<file path="config.mk">
export PLATFORM = sky130hd
export DESIGN_NAME = seg_value_encoder_flat
export DESIGN_NICKNAME = d
export VERILOG_FILES = /design/src/rtl/seg_pkg.sv /design/src/rtl/seg_value_encoder_if.sv /design/src/rtl/bin2bcd_seq.sv /design/src/rtl/seg_value_encoder.sv /design/src/flat_wrapper.sv
export SDC_FILE = /design/constraint.sdc
export NUM_CORES = 1
export LEC_CHECK = 0
export CORE_MARGIN = 1.5
export CORE_UTILIZATION = 35
export CTS_BUF_LIST = sky130_fd_sc_hd__clkbuf_4 sky130_fd_sc_hd__clkbuf_8 sky130_fd_sc_hd__clkbuf_16
export DETAILED_ROUTE_END_ITERATION = 7
export HOLD_SLACK_MARGIN = 0.05
export PLACE_DENSITY = 0.63
export SLEW_MARGIN = 20
export SYNTH_ARGS = -nofsm -noshare
export SYNTH_HDL_FRONTEND = slang
export SYNTH_SLANG_ARGS = --single-unit
</file>
<file path="constraint.sdc">
create_clock -name clk_i -period 1.6 [get_ports clk_i]
set_input_delay 0.48 -clock clk_i [delete_from_list [all_inputs] [get_ports clk_i]]
set_output_delay 0.48 -clock clk_i [all_outputs]
set_load 0.01 [all_outputs]
</file>
<file path="src/rtl/seg_pkg.sv">
// Shared types, glyph constants, FSM encoding and digit-to-glyph lookup
// for the seven-segment value encoder.
package seg_pkg;

  // Glyph bit order is {dp,g,f,e,d,c,b,a}, 1 = segment lit
  typedef logic [7:0] seg_t;

  localparam seg_t SEG_BLANK = 8'h00;
  localparam seg_t SEG_DASH  = 8'h40;

  typedef enum logic [1:0] {
    ST_IDLE  = 2'd0,
    ST_CONV  = 2'd1,
    ST_LATCH = 2'd2
  } state_t;

  // BCD digit to glyph; a nibble above 9 is not a digit and shows blank
  function automatic seg_t digit_to_seg(input logic [3:0] digit);
    case (digit)
      4'd0:    return 8'h3F;
      4'd1:    return 8'h06;
      4'd2:    return 8'h5B;
      4'd3:    return 8'h4F;
      4'd4:    return 8'h66;
      4'd5:    return 8'h6D;
      4'd6:    return 8'h7D;
      4'd7:    return 8'h07;
      4'd8:    return 8'h7F;
      4'd9:    return 8'h6F;
      default: return SEG_BLANK;
    endcase
  endfunction

endpackage

</file>
<file path="src/rtl/seg_value_encoder_if.sv">
// Load/status/display bundle between a value source and seg_value_encoder.
// master = value source (drives value_i/load_i), slave = encoder.
interface seg_value_encoder_if #(
  parameter int SEG_CNT = 4,
  parameter int VALUE_W = 14
);

  logic [VALUE_W-1:0]      value_i;
  logic                    load_i;
  logic                    busy_o;
  logic                    done_o;
  logic [SEG_CNT-1:0]      en_o;
  logic [SEG_CNT-1:0][7:0] seg_o;

  modport master (
    output value_i,
    output load_i,
    input  busy_o,
    input  done_o,
    input  en_o,
    input  seg_o
  );

  modport slave (
    input  value_i,
    input  load_i,
    output busy_o,
    output done_o,
    output en_o,
    output seg_o
  );

endinterface

</file>
<file path="src/rtl/bin2bcd_seq.sv">
// Sequential double-dabble binary-to-BCD converter, one bit per cycle.
// start_i is taken only while idle. bcd_valid_o is high during the cycle
// whose closing edge performs the final step, so bcd_o is final from the
// following cycle and holds until the next start.
module bin2bcd_seq #(
  parameter int VALUE_W = 14,
  parameter int DIG_CNT = 4
) (
  input  logic                   clk_i,
  input  logic                   rst_n_i,
  input  logic                   start_i,
  input  logic [VALUE_W-1:0]     value_i,
  output logic                   busy_o,
  output logic                   bcd_valid_o,
  output logic [4*DIG_CNT-1:0]   bcd_o
);

  localparam int BCD_W = 4 * DIG_CNT;
  localparam int SR_W  = BCD_W + VALUE_W;
  localparam int CNT_W = (VALUE_W > 1) ? $clog2(VALUE_W) : 1;

  logic [SR_W-1:0]  r_sr;
  logic [CNT_W-1:0] r_cnt;
  logic             r_busy;
  logic [SR_W-1:0]  w_sr_adj;

  // Add-3 correction on every BCD nibble that would overflow when doubled
  always_comb begin
    w_sr_adj = r_sr;
    for (int d = 0; d < DIG_CNT; d++) begin
      if (r_sr[VALUE_W + 4*d +: 4] >= 4'd5) begin
        w_sr_adj[VALUE_W + 4*d +: 4] = r_sr[VALUE_W + 4*d +: 4] + 4'd3;
      end
    end
  end

  // Load on start, then correct-and-shift once per cycle until the counter expires
  always_ff @(posedge clk_i or negedge rst_n_i) begin
    if (!rst_n_i) begin
      r_sr   <= '0;
      r_cnt  <= '0;
      r_busy <= 1'b0;
    end else if (start_i && !r_busy) begin
      r_sr   <= {{BCD_W{1'b0}}, value_i};
      r_cnt  <= CNT_W'(VALUE_W - 1);
      r_busy <= 1'b1;
    end else if (r_busy) begin
      // Bits leaving the top of the register are intentionally dropped
      r_sr  <= w_sr_adj << 1;
      r_cnt <= r_cnt - 1'b1;
      if (r_cnt == '0) begin
        r_busy <= 1'b0;
      end
    end
  end

  assign busy_o      = r_busy;
  assign bcd_valid_o = r_busy && (r_cnt == '0);
  assign bcd_o       = r_sr[SR_W-1 -: BCD_W];

endmodule

</file>
<file path="src/rtl/seg_value_encoder.sv">
// Binary value to seven-segment glyph encoder feeding the display mux.
// Converts via bin2bcd_seq, flags values that do not fit the display,
// encodes glyphs and registers en_o/seg_o only when a conversion completes.
// Build option: define SEG_LEADING_ZERO_BLANK_EN to blank digits above the
// most significant nonzero digit (digit 0 always stays lit).
//
//   state    | meaning
//   ---------+-----------------------------------------------------------
//   ST_IDLE  | waiting for load_i; display holds the last result
//   ST_CONV  | double-dabble steps running in bin2bcd_seq
//   ST_LATCH | BCD final; glyphs/enables registered at the closing edge
module seg_value_encoder
  import seg_pkg::*;
#(
  parameter int SEG_CNT = 4,
  parameter int VALUE_W = 14
) (
  input  logic                clk_i,
  input  logic                rst_n_i,
  seg_value_encoder_if.slave  bus
);

  localparam int unsigned MAX_VAL = 10**SEG_CNT - 1;

  state_t                  r_state;
  state_t                  w_state_nxt;
  logic                    r_ovf;
  logic                    r_done;
  logic [SEG_CNT-1:0]      r_en;
  logic [SEG_CNT-1:0][7:0] r_seg;

  logic                    w_load_acc;
  logic                    w_ovf_in;
  logic                    w_busy;
  logic                    w_start;
  logic                    w_latch;
  logic                    w_bin_busy;
  logic                    w_bcd_valid;
  logic [4*SEG_CNT-1:0]    w_bcd;
  logic [SEG_CNT-1:0]      w_en_nxt;
  logic [SEG_CNT-1:0][7:0] w_seg_nxt;

  assign w_load_acc = (r_state == ST_IDLE) && bus.load_i;
  assign w_ovf_in   = 32'(bus.value_i) > MAX_VAL;

  bin2bcd_seq #(
    .VALUE_W (VALUE_W),
    .DIG_CNT (SEG_CNT)
  ) u_bin2bcd (
    .clk_i       (clk_i),
    .rst_n_i     (rst_n_i),
    .start_i     (w_start),
    .value_i     (bus.value_i),
    .busy_o      (w_bin_busy),
    .bcd_valid_o (w_bcd_valid),
    .bcd_o       (w_bcd)
  );

  // State register
  always_ff @(posedge clk_i or negedge rst_n_i) begin
    if (!rst_n_i) begin
      r_state <= ST_IDLE;
    end else begin
      r_state <= w_state_nxt;
    end
  end

  // Next-state logic
  always_comb begin
    w_state_nxt = r_state;
    case (r_state)
      ST_IDLE: begin
        if (bus.load_i) w_state_nxt = ST_CONV;
      end
      ST_CONV: begin
        // Converter idle while we think it runs can only follow a glitch; resync
        if (!w_bin_busy)      w_state_nxt = ST_IDLE;
        else if (w_bcd_valid) w_state_nxt = ST_LATCH;
      end
      ST_LATCH: begin
        w_state_nxt = ST_IDLE;
      end
      default: begin
        w_state_nxt = ST_IDLE;
      end
    endcase
  end

  // FSM outputs
  always_comb begin
    w_busy  = (r_state != ST_IDLE);
    w_start = w_load_acc;
    w_latch = (r_state == ST_LATCH);
  end

  // Overflow is decided from the loaded value and held for the whole conversion
  always_ff @(posedge clk_i or negedge rst_n_i) begin
    if (!rst_n_i) begin
      r_ovf <= 1'b0;
    end else if (w_load_acc) begin
      r_ovf <= w_ovf_in;
    end
  end

  // Glyph encoding, leading-zero handling and overflow dashes
  always_comb begin
    logic w_seen;
    w_en_nxt  = '1;
    w_seg_nxt = '0;
    w_seen    = 1'b0;
    if (r_ovf) begin
      for (int d = 0; d < SEG_CNT; d++) begin
        w_seg_nxt[d] = SEG_DASH;
      end
    end else begin
      for (int d = SEG_CNT - 1; d >= 0; d--) begin
        w_seg_nxt[d] = digit_to_seg(w_bcd[4*d +: 4]);
`ifdef SEG_LEADING_ZERO_BLANK_EN
        if ((w_bcd[4*d +: 4] != 4'd0) || (d == 0)) w_seen = 1'b1;
        w_en_nxt[d] = w_seen;
        if (!w_seen) w_seg_nxt[d] = SEG_BLANK;
`else
        w_seen = 1'b1;
`endif
      end
    end
  end

  // Display registers change only at LATCH so a partial conversion is never shown
  always_ff @(posedge clk_i or negedge rst_n_i) begin
    if (!rst_n_i) begin
      r_en   <= '0;
      r_seg  <= '0;
      r_done <= 1'b0;
    end else begin
      r_done <= w_latch;
      if (w_latch) begin
        r_en  <= w_en_nxt;
        r_seg <= w_seg_nxt;
      end
    end
  end

  assign bus.busy_o = w_busy;
  assign bus.done_o = r_done;
  assign bus.en_o   = r_en;
  assign bus.seg_o  = r_seg;

endmodule

</file>
<file path="src/flat_wrapper.sv">
// flat-port wrapper written by rule: the top's interface ports become plain ports
module seg_value_encoder_flat import seg_pkg::*;
#(
  parameter int SEG_CNT = 4,
  parameter int VALUE_W = 14
)
  (clk_i, rst_n_i, bus_value_i, bus_load_i, bus_busy_o, bus_done_o, bus_en_o, bus_seg_o);
  seg_value_encoder_if #(.SEG_CNT(SEG_CNT), .VALUE_W(VALUE_W)) bus_i ();
  input  logic clk_i;
  input  logic rst_n_i;
  input wire logic [$bits(bus_i.value_i)-1:0] bus_value_i;
  input wire logic [$bits(bus_i.load_i)-1:0] bus_load_i;
  output wire logic [$bits(bus_i.busy_o)-1:0] bus_busy_o;
  output wire logic [$bits(bus_i.done_o)-1:0] bus_done_o;
  output wire logic [$bits(bus_i.en_o)-1:0] bus_en_o;
  output wire logic [$bits(bus_i.seg_o)-1:0] bus_seg_o;
  assign bus_i.value_i = bus_value_i;
  assign bus_i.load_i = bus_load_i;
  assign bus_busy_o = bus_i.busy_o;
  assign bus_done_o = bus_i.done_o;
  assign bus_en_o = bus_i.en_o;
  assign bus_seg_o = bus_i.seg_o;
  seg_value_encoder #(.SEG_CNT(SEG_CNT), .VALUE_W(VALUE_W)) u_core (.clk_i(clk_i), .rst_n_i(rst_n_i), .bus(bus_i));
endmodule
</file>
-- After elaboration in Yosys (flattened, before gate mapping)
Memories as Yosys holds them, arrays and structs flattened.
Index checks and enable logic that the tools add are counted.
- reductions and logical operators: 9
- order comparisons: 5
- muxes and demuxes: 16
- equality and inequality tests: 4
- add/sub/neg operators: 5
- operator list (operator ; number):
    $mux W30 ; 2
    $mux W32 ; 1
    $mux W4 ; 5
    $ge A4 B3 Y1 const B ; 4
    $gt A14 B14 Y1 const B ; 1
    $add A4 B2 Y4 const B ; 3
    $mux W2 ; 3
    $logic_not A4 Y1 ; 1
    $pmux W2 S2 ; 1
    $reduce_bool A2 Y1 ; 2
    $sub A4 B1 Y4 const B ; 1
    $add A3 B2 Y3 const B ; 1
    $logic_and A1 B1 Y1 ; 3
    $mux W1 ; 3
    $mux W3 ; 1
    $ne A3 B3 Y1 const B ; 1
    $eq A2 B1 Y1 const B ; 1
    $eq A2 B2 Y1 const B ; 1
    $logic_not A2 Y1 ; 1
    $ne A2 B2 Y1 const B ; 1
    $reduce_and A2 Y1 ; 1
    $logic_not A1 Y1 ; 1
- output and inout bits: 38
- memories kept: 4
- bits in registers: 72
- logic and storage cells: 54
- bits in read-only memories: 448
- input port bits: 17
- memories (name ; depth ; width ; read ports ; clocked after Yosys merged registers in ; wr ports ; RTL line ; source):
    (name not given) ; 16 ; 7 ; 1 ; 0 ; 0 ; seg_pkg.sv:19 ; case (digit)
    (name not given) ; 16 ; 7 ; 1 ; 0 ; 0 ; seg_pkg.sv:19 ;
    (name not given) ; 16 ; 7 ; 1 ; 0 ; 0 ; seg_pkg.sv:19 ;
    (name not given) ; 16 ; 7 ; 1 ; 0 ; 0 ; seg_pkg.sv:19 ;

-- Depth between registers and ports, before layout
- depth in word-level cells: 5
- gate-level depth with buffers: 6
- gate-level depth less buffers: 5

-- By module
A second synthesis with hierarchy kept.
- cell total of the unflattened synthesis: 427
- area total of the unflattened synthesis: 4017.6 um^2
- by module, submodules not included (module ; cells an instance ; times used ; area each (um^2) ; sequential area each (um^2)):
    bin2bcd_seq ; 218 ; 1 ; 2067.0 ; 875.8
    seg_value_encoder ; 209 ; 1 ; 1950.6 ; 825.8

-- Worst setup path after synthesis
OpenSTA, ideal clock, no wires.
- kind: reg-to-reg
- start point: register u_core.u_bin2bcd.r_sr[19]
- end point: register u_core.u_bin2bcd.r_sr[20]
- data required time: 1.484 ns
- path buffers: 0
- setup slack: 0.179 ns
- cell stages (with the launch flop): 6
- period minus slack after synthesis: 1.421 ns
- library setup time: 0.116 ns
- data arrival time: 1.306 ns
- cell sequence: dfrtp_1 -> inv_1 -> ha_1 -> nor2b_1 -> o21a_1 -> o311ai_0
- longest elaborated chain between the ends: 4
- elaborated cells on any way between the ends: 5
- those cells by class: add/sub (1); order compare (1); mux (3)
- ends and longest elaborated chain (item ; RTL line ; source):
    from (decl) ; bin2bcd_seq.sv:22 ; logic [SR_W-1:0] r_sr;
    from (signal assigned) ; bin2bcd_seq.sv:44 ; r_sr <= {{BCD_W{1'b0}}, value_i};
    from (signal assigned) ; bin2bcd_seq.sv:49 ; r_sr <= w_sr_adj << 1;
    $add A4 B2 Y4 / $ge A4 B3 Y1 (equally long branches) ; bin2bcd_seq.sv:32, bin2bcd_seq.sv:31 ;
    $mux W4 * ; bin2bcd_seq.sv:31 ; if (r_sr[VALUE_W + 4*d +: 4] >= 4'd5) begin
    $mux W30 * ; bin2bcd_seq.sv:47 ; end else if (r_busy) begin
    $mux W30 * ; bin2bcd_seq.sv:43 ; end else if (start_i && !r_busy) begin
Every way passes the cells marked *; elsewhere a longest branch is shown, timed or not. The select of a mux whose other input is x is not followed.
A chain may end at the register's enable or synchronous reset.

-- Worst setup path in the final report
- start point: register u_core.r_state[0]
- end point: output port bus_busy_o
- longest elaborated chain between the ends: 1
- ends and longest elaborated chain (item ; RTL line ; source):
    from (decl) ; seg_value_encoder.sv:25 ; state_t r_state;
    from (signal assigned) ; seg_value_encoder.sv:64 ; r_state <= w_state_nxt;
    $reduce_bool A2 Y1 ; seg_value_encoder.sv:91 ; w_busy = (r_state != ST_IDLE);
    to (decl) ; flat_wrapper.sv:13 ; output wire logic [$bits(bus_i.busy_o)-1:0] bus_busy_o;
Every way passes these cells.

==> results.toml <==
[sta]
fmax_mhz = 638
setup-violations-final = 0
rsz0062_at_grt = "no"
period_share_pct = 97.9
setup_tns_ns = 0
clock_skew_ns = 0.0125
finalHoldViolCount = 0
finalCriticalPeriod_ns = 1.57
slew_violations = 0

[synth]
synth_area_leaders = "dfrtp_1 (46%), ha_1 (7.7%), nand2_1 (5.6%)"
synthFlopType = "dfrtp_1"
yosysMostFrequentCell = "dfrtp_1"
yosys.area_share.adder_pct = 7.74
synth-simple-area-share_pct = 16.2
yosys_warnings = 0
synth_area_leader_cell = "dfrtp_1"
synth_commonest_cells = "dfrtp_1 (68), nand2_1 (55), o21ai_0 (35)"
synth_top_family_by_area = "compound AO/OA/AOI/OAI gates"
synth-edff-count = 0
synth-compound-area-share_pct = 18.0
async_reset_ff_share_pct = 100
synth_xor_xnor_area_share_pct = 1.65
synthCells = 395
synth-seq-cells = 68
synth_area_mm2 = 0.00372
ys_seq_area_share_pct = 45.8
postSynthAreaPerCell_um2 = 9.41
yosysTopAreaCellShare_pct = 45.8
yosys-mux-area-fraction_pct = 3.77
ys_types = 45

[die]
die_area_mm2 = 0.0112
ios = 55
die_w_um = 106
num_rows = 37
core_area_mm2 = 0.0103
chipHeight_um = 106
start_util_pct = 36.0

[place]
gp_congestion = 0.762
port_buffers = 50
dp_hpwl_mm = 5.38

[worst_setup_path]
worst-path-buf-inv = 1
crit_chain = "or2_4 -> buf_6"
crit_arrival_ns = 1.09
worstPathMaxFanout = 2
crit_type = "register to output port"
cp_top_family = "flip-flops"
end_kind = "output port"
critPathRequiredTime_ns = 1.12
critPathSlowestCell = "dfrtp_1"
regToRegSetupSlack_ns = 0.12
setup.worst_path.start_class = "register"
cp_slowest_stage_delay_ns = 0.38

[clock_network]
root_buffer = "clkbuf_8"
cts_setup_buffers = 0
ctsHoldBuffers = 0
clk_pin_slew_worst_paths_ns = 0.06
clk_path_buf_depth = 2
htreeDepth = 3
clock_latency_ns = 0.34
tritoncts = "done"
clock_sinks = 68
cts_buffers = 9

[finish]
multi_input_comb_area_mm2 = 0.00179
regArea_mm2 = 0.00170
layout-drive-gt1-share_pct = 10.9
fillCellCount = 1016
final_util_pct = 45.0
area_delta_synth_final_pct = 24.9
nets = 494
antenna_cells = 0

[grt]
antenna_found_initial = 0
met3_usage_pct = 3.56
grt_overflow_total = 0
grt.total_usage_pct = 14.9
grt_pass1_vias = 2820
met2_usage_pct = 23.3
grt_use_met1_pct = 20.4
grt_pass1_wl_mm = 13.4
grt_busiest_layer = "met2"
grt_max_degree = 69

[route]
via_per_inst = 4.96
route.detailed.drc = 0
drt_iter0_drc = 128
ant_nets = 0
vias = 2947
dr.pass1.iters = 4
drt_wl_total_mm = 7.81
routedWlPerCell_um = 13.2

[power]
p_leak_uw = 0.00220
irDropWorstVdd_uv = 757
powerDensity_mw_per_mm2 = 1880

[run]
maxCapViolations = 0

[outcome]
status = "finished clean"

[worst_hold_path]
worstHoldPathType = "primary input to async pin"
## layout by cell type, fill, tap and decap left out, types with 3 or more instances in the layout
cell / count
inv_1: 22
conb_1: 4
o21ai_1: 11
nor3_1: 6
dfrtp_1: 68
a31oi_1: 5
dlygate4sd2_1: 33
o31ai_1: 4
xnor2_1: 5
o211ai_1: 6
nand3_1: 9
o32ai_1: 3
nand2_1: 55
clkdlybuf4s50_1: 14
ha_1: 23
mux2i_1: 14
a21oi_1: 15
o21ai_0: 35
o21a_1: 4
nor2_1: 13
o2111ai_1: 8
buf_12: 3
nand2b_1: 11
nor3b_1: 3
and3_1: 7
clkbuf_8: 12
buf_4: 20
a211oi_1: 3
o22ai_1: 4
nor2b_1: 10
## power breakdown
group | internal (uW) | leakage [uW] | total (uW) | switching (uW)
Combinational | 1970 | 0.00121 | 4230 | 2260
Clock | 876 | 0.000110 | 1500 | 623
Sequential | 2420 | 0.000880 | 3000 | 584
Total | 5270 | 0.00220 | 8730 | 3460
## worst register-to-register path, delay by kind of cell (launching register included)
kind / cells / cell delay [ns]
AOI/OAI and AO/OA: 2 / 0.51
DFF: 1 / 0.35
adders and majority gates: 1 / 0.25
and+or+nand+nor: 1 / 0.17
buffers and inverters: 1 / 0.09
## layer usage
layer | part of all wire [%] | up-vias | wire length, um
met1 | 49 | 1394 | 3810
li1 | - | 1480 | -
met5 | 0 | - | 0
met4 | 1.3 | 0 | 102
met3 | 3.9 | 10 | 307
met2 | 46 | 63 | 3590
## cell type report
cell class | count | share of cell area (%)
timing repair buffer | 74 | 14.7
inverter | 23 | 1.86
multi-input combinational | 278 | 38.6
clock buffer | 14 | 3.88
clock inverter | 1 | 0.647
sequential | 68 | 36.7
tap | 136 | 3.67
## logic make-up after synthesis
| family | Yosys count |
|---|---|
| AO/OA/AOI/OAI | 108 |
| XOR/XNOR | 7 |
| adder cells (fa/ha/maj) | 23 |
| buffers and inverters | 52 |
| flip-flops | 68 |
| multiplexers | 14 |
| other | 1 |
| AND/OR/NAND/NOR | 122 |
## through the flow
step                      hold slack [ns]  cell area, um^2  total power [uW]  worst slack (ns)  instances
after floorplan                     0.184             3730              5840             0.179        398
after global placement              0.462             4450              7340            -0.347        579
after detailed placement            0.470             4450              7470            -0.354        579
after CTS                           0.161             4620              8790            0.0122        594
after global routing                0.185             4640              9530           0.00301        594
final                               0.147             4640              8730            0.0332        594
## sequential cells by signal (all words and copies together), names as in the netlist
register and cells:
u_core.u_bin2bcd.r_sr 30, u_core.bus.seg_o 28, u_core.u_bin2bcd.r_cnt 4, u_core.r_state 2, u_core.bus.done_o 1, u_core.bus.en_o 1
u_core.r_ovf 1, u_core.u_bin2bcd.busy_o 1
## path summary, 6_finish.rpt
check | from | end | cells past startpoint
min in group clk_i | bus_load_i | u_core.r_state[0]$_DFFE_PN0P_ | 3
setup reg to reg | u_core.u_bin2bcd.r_sr[22]$_DFFE_PN0P_ | u_core.u_bin2bcd.r_sr[24]$_DFFE_PN0P_ | 5
hold reg to reg | u_core.bus.seg_o[25]$_DFFE_PN0P_ | u_core.bus.seg_o[25]$_DFFE_PN0P_ | 2
hold / removal | rst_n_i | u_core.u_bin2bcd.r_sr[0]$_DFFE_PN0P_ | 2
setup / recovery | u_core.r_state[0]$_DFFE_PN0P_ | bus_busy_o | 2
max in group asynchronous | rst_n_i | u_core.bus.seg_o[3]$_DFFE_PN0P_ | 2
## repair_timing
item / CTS / global route
setup endpoints to repair: 34 / 7
pin swaps: 0 / 1
gates resized for setup: 39 / 6
No activity file was read; power rests on OpenSTA's default activity.
